===== config.mk =====
export PLATFORM = sky130hd
export DESIGN_NAME = noc_mining_dispatcher
export DESIGN_NICKNAME = d
export VERILOG_FILES = /design/src/rtl/noc_mining_pkg.sv /design/src/rtl/noc_credit_counter.sv /design/src/rtl/noc_mining_dispatcher.sv
export SDC_FILE = /design/constraint.sdc
export NUM_CORES = 2
export LEC_CHECK = 0
export CAP_MARGIN = 15
export CELL_PAD_IN_SITES_DETAIL_PLACEMENT = 1
export CELL_PAD_IN_SITES_GLOBAL_PLACEMENT = 1
export CORE_AREA = 2 2 353 355
export CTS_BUF_LIST = sky130_fd_sc_hd__clkbuf_4 sky130_fd_sc_hd__clkbuf_8 sky130_fd_sc_hd__clkbuf_16
export DETAILED_ROUTE_END_ITERATION = 8
export DIE_AREA = 0 0 355 357
export GPL_TIMING_DRIVEN = 0
export PLACE_DENSITY_LB_ADDON = 0.1
export SKIP_CTS_REPAIR_TIMING = 1
export SLEW_MARGIN = 5
export SYNTH_ARGS = -nofsm -noshare
export SYNTH_HDL_FRONTEND = slang
export SYNTH_HIERARCHICAL = 1
export SYNTH_SLANG_ARGS = --single-unit

===== constraint.sdc =====
create_clock -name sys_clk -period 9.79 [get_ports sys_clk]
set_input_delay 1.4685 -clock sys_clk [delete_from_list [all_inputs] [get_ports sys_clk]]
set_output_delay 1.4685 -clock sys_clk [all_outputs]
set_load 0.03 [all_outputs]

===== src/rtl/noc_mining_pkg.sv =====
// Shared definitions for the mining NoC endpoints: result tags, FSM state codes
// and the FOUND-packet recogniser.
package noc_mining_pkg;

  localparam logic [15:0] RESULT_TAG = 16'hF0D0;
  localparam logic [31:0] FOUND_CODE = 32'h0000_0001;

  localparam logic [2:0] ST_IDLE        = 3'd0;
  localparam logic [2:0] ST_SEND        = 3'd1;
  localparam logic [2:0] ST_WAIT_RESULT = 3'd2;
  localparam logic [2:0] ST_RX_NONCE    = 3'd3;
  localparam logic [2:0] ST_RX_CLKS     = 3'd4;
  localparam logic [2:0] ST_DONE        = 3'd5;

  // First result flit: tag in [63:48], source miner in [47:32], FOUND in [31:0].
  function automatic logic is_found(input logic [63:0] word);
    return (word[63:48] == RESULT_TAG) && (word[31:0] == FOUND_CODE);
  endfunction

endpackage


===== src/rtl/noc_credit_counter.sv =====
// Credit counter for one virtual channel: starts full, saturates at BUF_DEPTH,
// and leaves the count unchanged when a credit and a send coincide.
module noc_credit_counter #(
  parameter int unsigned BUF_DEPTH = 16
) (
  input  logic sys_clk,
  input  logic reset,
  input  logic inc,
  input  logic dec,
  output logic has_credit
);

  localparam int unsigned CW = $clog2(BUF_DEPTH + 1);

  logic [CW-1:0] count;

  always_ff @(posedge sys_clk) begin
    if (reset) begin
      count <= CW'(BUF_DEPTH);
    end else if (inc && !dec) begin
      if (count != CW'(BUF_DEPTH)) count <= count + CW'(1);
    end else if (dec && !inc) begin
      if (count != '0) count <= count - CW'(1);
    end
  end

  assign has_credit = (count != '0);

endmodule


===== src/rtl/noc_mining_dispatcher.sv =====
// Host-side mining endpoint: unicasts the header to every miner with a per-miner
// starting nonce, then collects the 3-flit result packet or times out.
module noc_mining_dispatcher
  import noc_mining_pkg::*;
#(
  parameter int unsigned FLIT_DATA_WIDTH = 64,
  parameter int unsigned HEADER_WIDTH    = 640,
  parameter int unsigned NUM_MINERS      = 24,
  parameter int unsigned DEST_BITS       = 5,
  parameter int unsigned VC_BITS         = 2,
  parameter int unsigned TX_VC           = 0,
  parameter int unsigned BUF_DEPTH       = 16,
  parameter logic [31:0] NONCE_STRIDE    = 32'h0AAA_AAAA,
  parameter int unsigned TIMEOUT_CYCLES  = 0
) (
  input  logic                                        sys_clk,
  input  logic                                        reset,
  input  logic                                        start,
  input  logic [HEADER_WIDTH-1:0]                     header,
  output logic                                        busy,
  output logic                                        done,
  output logic                                        timed_out,
  output logic [DEST_BITS-1:0]                        winner,
  output logic [31:0]                                 nonce,
  output logic [63:0]                                 clk_cnt,
  output logic [2+FLIT_DATA_WIDTH+DEST_BITS+VC_BITS-1:0] putFlit,
  output logic                                        EN_putFlit,
  input  logic [VC_BITS:0]                            getCredits,
  output logic                                        EN_getCredits,
  input  logic [2+FLIT_DATA_WIDTH+DEST_BITS+VC_BITS-1:0] getFlit,
  output logic                                        EN_getFlit,
  output logic [VC_BITS:0]                            putCredits,
  output logic                                        EN_putCredits
);

  localparam int unsigned HDR_FLITS = HEADER_WIDTH / FLIT_DATA_WIDTH;
  localparam int unsigned KW        = (HDR_FLITS > 1) ? $clog2(HDR_FLITS) : 1;
  localparam int unsigned TW        = (TIMEOUT_CYCLES > 1) ? $clog2(TIMEOUT_CYCLES) : 1;
  localparam int unsigned TMO_LAST  = (TIMEOUT_CYCLES == 0) ? 0 : TIMEOUT_CYCLES - 1;
  localparam int unsigned VALID_OFF = FLIT_DATA_WIDTH + VC_BITS + DEST_BITS + 1;

  logic [2:0]                                state;
  logic [HDR_FLITS-1:0][FLIT_DATA_WIDTH-1:0] hdr_q;
  logic [KW-1:0]                             flit_idx;
  logic [DEST_BITS-1:0]                      dest_idx;
  logic [TW-1:0]                             tmo_cnt;

  logic                       rx_valid, accept_found, credit_in, has_credit, send;
  logic                       last_flit, last_dest, start_ok;
  logic [63:0]                rx_word;
  logic [31:0]                nonce_base;
  logic [FLIT_DATA_WIDTH-1:0] tx_data;
  logic                       unused_rx;

  assign rx_valid     = getFlit[VALID_OFF];
  assign rx_word      = getFlit[63:0];
  assign unused_rx    = ^getFlit[VALID_OFF-1:64];
  assign accept_found = rx_valid && is_found(rx_word) &&
                        (state == ST_SEND || state == ST_WAIT_RESULT);
  assign credit_in    = getCredits[VC_BITS] && (getCredits[VC_BITS-1:0] == VC_BITS'(TX_VC));
  // A FOUND arriving during dispatch suppresses this cycle's send so nothing follows it.
  assign send         = (state == ST_SEND) && has_credit && !accept_found;
  assign last_flit    = (flit_idx == KW'(HDR_FLITS - 1));
  assign last_dest    = (dest_idx == DEST_BITS'(NUM_MINERS));
  assign start_ok     = start && (state == ST_IDLE || state == ST_DONE);
  assign nonce_base   = (32'(dest_idx) - 32'd1) * NONCE_STRIDE;

  always_comb begin
    tx_data = hdr_q[flit_idx];
    if (flit_idx == '0) tx_data[31:0] = nonce_base;
  end

  noc_credit_counter #(.BUF_DEPTH(BUF_DEPTH)) u_credits (
    .sys_clk    (sys_clk),
    .reset      (reset),
    .inc        (credit_in),
    .dec        (send),
    .has_credit (has_credit)
  );

  always_ff @(posedge sys_clk) begin
    if (reset) begin
      state         <= ST_IDLE;
      hdr_q         <= '0;
      flit_idx      <= '0;
      dest_idx      <= '0;
      tmo_cnt       <= '0;
      putFlit       <= '0;
      EN_putFlit    <= 1'b0;
      putCredits    <= '0;
      EN_putCredits <= 1'b0;
      winner        <= '0;
      nonce         <= '0;
      clk_cnt       <= '0;
      timed_out     <= 1'b0;
    end else begin
      EN_putFlit    <= send;
      putFlit       <= send ? {1'b1, last_flit, dest_idx, VC_BITS'(TX_VC), tx_data} : '0;
      EN_putCredits <= rx_valid && (state != ST_IDLE);
      putCredits    <= (rx_valid && state != ST_IDLE) ? {1'b1, VC_BITS'(TX_VC)} : '0;

      case (state)
        ST_IDLE, ST_DONE: begin
          if (start_ok) begin
            hdr_q     <= header;
            flit_idx  <= '0;
            dest_idx  <= DEST_BITS'(1);
            winner    <= '0;
            nonce     <= '0;
            clk_cnt   <= '0;
            timed_out <= 1'b0;
            state     <= ST_SEND;
          end
        end
        ST_SEND: begin
          if (accept_found) begin
            winner <= rx_word[32 +: DEST_BITS];
            state  <= ST_RX_NONCE;
          end else if (send) begin
            if (last_flit) begin
              flit_idx <= '0;
              if (last_dest) begin
                tmo_cnt <= '0;
                state   <= ST_WAIT_RESULT;
              end else begin
                dest_idx <= dest_idx + DEST_BITS'(1);
              end
            end else begin
              flit_idx <= flit_idx + KW'(1);
            end
          end
        end
        ST_WAIT_RESULT: begin
          if (accept_found) begin
            winner <= rx_word[32 +: DEST_BITS];
            state  <= ST_RX_NONCE;
          end else if (TIMEOUT_CYCLES != 0 && tmo_cnt == TW'(TMO_LAST)) begin
            winner    <= '0;
            nonce     <= '0;
            clk_cnt   <= '0;
            timed_out <= 1'b1;
            state     <= ST_DONE;
          end else begin
            tmo_cnt <= tmo_cnt + TW'(1);
          end
        end
        ST_RX_NONCE: begin
          if (rx_valid) begin
            nonce <= rx_word[31:0];
            state <= ST_RX_CLKS;
          end
        end
        ST_RX_CLKS: begin
          if (rx_valid) begin
            clk_cnt <= rx_word;
            state   <= ST_DONE;
          end
        end
        default: state <= ST_IDLE;
      endcase
    end
  end

  assign busy          = (state == ST_SEND) || (state == ST_WAIT_RESULT) ||
                         (state == ST_RX_NONCE) || (state == ST_RX_CLKS);
  assign done          = (state == ST_DONE);
  assign EN_getCredits = 1'b1;
  assign EN_getFlit    = 1'b1;

endmodule

==> impl_results.md <==
* Count of final setup violators at 0
* Iter 0 DRT Violations at between 2000 and 3000
* Boundary Pins at around 900
* Largest delay share family, worst path: adder cells
* GRT Util Overall at 30.1%
* Worst r2r dst: putFlit[30]
* Synth top area share at between 40 and 50%
* Fill cells at 14376
* Final nets at around 6300
* FF-to-FF Start: dest_idx[4]
* Share of cells above drive strength 1 at 7.06%
* Max clock buf depth at 3
* CORE AREA at 0.123 mm^2
* Largest net degree at the start of global routing at 24
* Synthesized area at 0.0379 mm^2
* First-pass GRT wire length at 272 mm
* Crit. End Element: flop
* Height of the chip at roughly 360 um
* Syn Inst Count at about 4400
* Worst path max stage delay at 560 ps
* DRT Wirelength at 197 mm
* Fin cells at between 7000 and 8000
* Hold slack at approximately 450 ps
* Port bufs at 887
* Cell depth of the worst flop-to-flop path at 25
* Routed WL per cell at 27.4 um
* Hold Crit Class: flop to flop
* Kind of critical path: flop to flop
* Worst-path fanout max at 23
* Max Slew Vio Count at 0
* Ys Warns at 6
* H-Tree Depth at 3
* Post-synthesis sequential area ratio at 43.8%
* Crit path launch type: flop
* Worst min-delay path endpoint: hdr_q[187]
* Synthesis-stage register bit count at slightly above 800
* Drt drc at 0
* DRT Pass-1 Iters at 6
* Reg2Reg Setup Slack at between 2000 and 2500 ps
* Worst path slowest cell: fa_1
* Reg clk slew, reported paths at 80 ps
* Die Area at 0.127 mm^2
* Setup_tns at 0 ps
* Final Cycle Share at 75.9%
* Dominant cells by area after synthesis: dfxtp_1, nand2_1, a21oi_1
* Outcome: complete, no violations
* Synth Area per Inst at 8.56 um^2
* Req. time, crit path at 10320 ps
* P&R area growth vs syn at 38.0%
* Clk_lat worst skew at 700 ps
* Clock Skews at 35.8 ps
* GR Overflow Total at 0
* CTS root buf: clkbuf_16
* TritonCTS Buffers at 97
* Starting Density at 30.8%
* Worst path bufs/invs at 6
* Crit path DAT at 7950 ps
* Clock sinks at between 800 and 900
* Die X-Extent at 355 um
* Std cell rows at approximately 130
* DRT antenna net count at 0
* Slew margin rel. at 22.3%
* Tmin final at 7430 ps
* Synth async-reset ratio at 0%
* CTS tree: built
* DPL Wire Length at 160 mm
* HP Start: hdr_q[187]
* Most frequent CP cell: ha_1
* Hold path cells at 2
* Vias/cell at 5.12
* EDFF count, synth at 0
* Max Cap Violations at 0
* Synth area leader: dfxtp_1
* Vias at between 30000 and 40000
* RSZ-0062 raised after global routing: false
* Final Hold Viols at 0
* Inst Count DP at 6965
* Initial antenna violation count at 52
* Worst-margin pin slew at 1170 ps
* Post-synth top flop: dfxtp_1
* RePlAce Congestion at 0.902
* F_max at 135 MHz
* Library cells used by synthesis at 80
* Vias in the first global route at 37628
synthesized netlist by cell type, types with 9 or more instances:
library cell / count
a211oi_1: 16
a21o_1: 16
a21oi_1: 692
a22oi_1: 114
buf_1: 23
buf_2: 31
buf_4: 10
clkbuf_1: 280
dfxtp_1: 830
fa_1: 56
ha_1: 126
inv_1: 143
mux2_2: 9
mux2i_1: 110
mux4_2: 129
nand2_1: 1336
nand2b_1: 13
nand3_1: 13
nor2_1: 191
nor2b_1: 9
nor3_1: 18
o21ai_0: 39
o22a_1: 33
o22ai_1: 20
xnor2_1: 28
xor2_1: 15
stage by stage:
stage	instance area [um^2]	utilization [%]	setup slack, ps
after detailed placement	49000	39.8	2520
after CTS	52300	42.5	2470
after global placement	48900	39.7	1440
after global routing	52300	42.5	2040
final	52300	42.6	2360
after floorplan	38000	-	3000
state kept, by name, indices dropped and copies added (netlist names):
register,cells
hdr_q,640
clk_cnt,64
putFlit,70
winner,5
dest_idx,5
putCredits,1
u_credits/count,5
state,3
EN_putFlit,1
nonce,32
flit_idx,4
cell type report:
type	instances	area [um^2]	area share, %
flip-flops and latches	830	16600	31.7
diodes	25	62.6	0.120
clock inverters	30	335	0.641
plain buffers	346	1390	2.65
inverters	146	548	1.05
well taps	1637	2050	3.91
clock buffers	148	2950	5.64
repair buffers	893	8980	17.2
multi-input cells	3114	19400	37.1
layer usage:
layer / part of all wire [%] / GRT usage, %
met1: 42 / 38.9
met2: 48 / 51.1
met3: 6.5 / 5.20
met4: 2.9 / 9.46
met5: 0.10 / 0
cell usage in the layout, fill, tap and decap left out, types with 7 or more instances in the layout:
master	instances
buf_1	23
buf_4	10
o211ai_1	8
o21ai_0	39
nand2_1	1336
diode_2	25
nor2_1	191
nor4_1	8
o22a_1	33
a21o_1	16
a211oi_1	16
o21a_1	8
nand2b_1	13
inv_1	143
a21oi_1	692
nor2b_1	9
conb_1	7
clkbuf_16	97
nand4_1	8
buf_2	31
nand3_1	13
fa_1	56
clkbuf_4	28
clkinv_2	15
clkdlybuf4s50_1	887
o221ai_1	7
dfxtp_1	830
o22ai_1	20
nor3_1	18
mux4_2	129
ha_1	126
clkbuf_8	23
mux2_2	9
xor2_1	15
clkbuf_1	277
xnor2_1	28
a22oi_1	114
mux2i_1	110
worst register-to-register path, stage by stage, from the launching register on:
cell and delay [ps]:
dfxtp_1 480, nor3_4 410, and2_1 180, buf_4 140, clkbuf_2 390, buf_16 240, ha_1 330, ha_1 320
buf_2 190, xnor2_1 150, ha_1 220, ha_1 200, fa_1 480, inv_1 60, fa_1 460, fa_1 560
inv_1 50, ha_1 360, a21o_1 200, a21o_1 180, a21oi_1 230, o22ai_1 190, a211o_1 360, o31ai_2 270
mux2i_1 120, a2111oi_1 510
worst max path at each step:
stage	slack (ps)	cells after the start	to	start
2_1_floorplan	3000	25	putFlit[30]	dest_idx[2]
3_3_place_gp	1440	24	putFlit[30]	dest_idx[0]
3_5_place_dp	2520	24	putFlit[30]	dest_idx[0]
4_1_cts	2470	25	putFlit[30]	dest_idx[4]
5_1_grt	2040	24	putFlit[30]	dest_idx[0]
6_report	2360	25	putFlit[30]	dest_idx[4]
cell families (layout without fill, tap and decap cells):
group	after synthesis	after routing	synth area share [%]
other	2	32	0.0198
buffers and inverters	492	1563	5.09
XOR/XNOR	43	43	0.993
AO/OA/AOI/OAI	993	993	15.0
flip-flops	830	830	43.8
AND/OR/NAND/NOR	1641	1641	17.1
adder cells (fa/ha/maj)	182	182	7.11
multiplexers	248	248	10.8
Power is not shown: default switching activity piles up to over one toggle a cycle in this logic, so the estimate is an artifact.
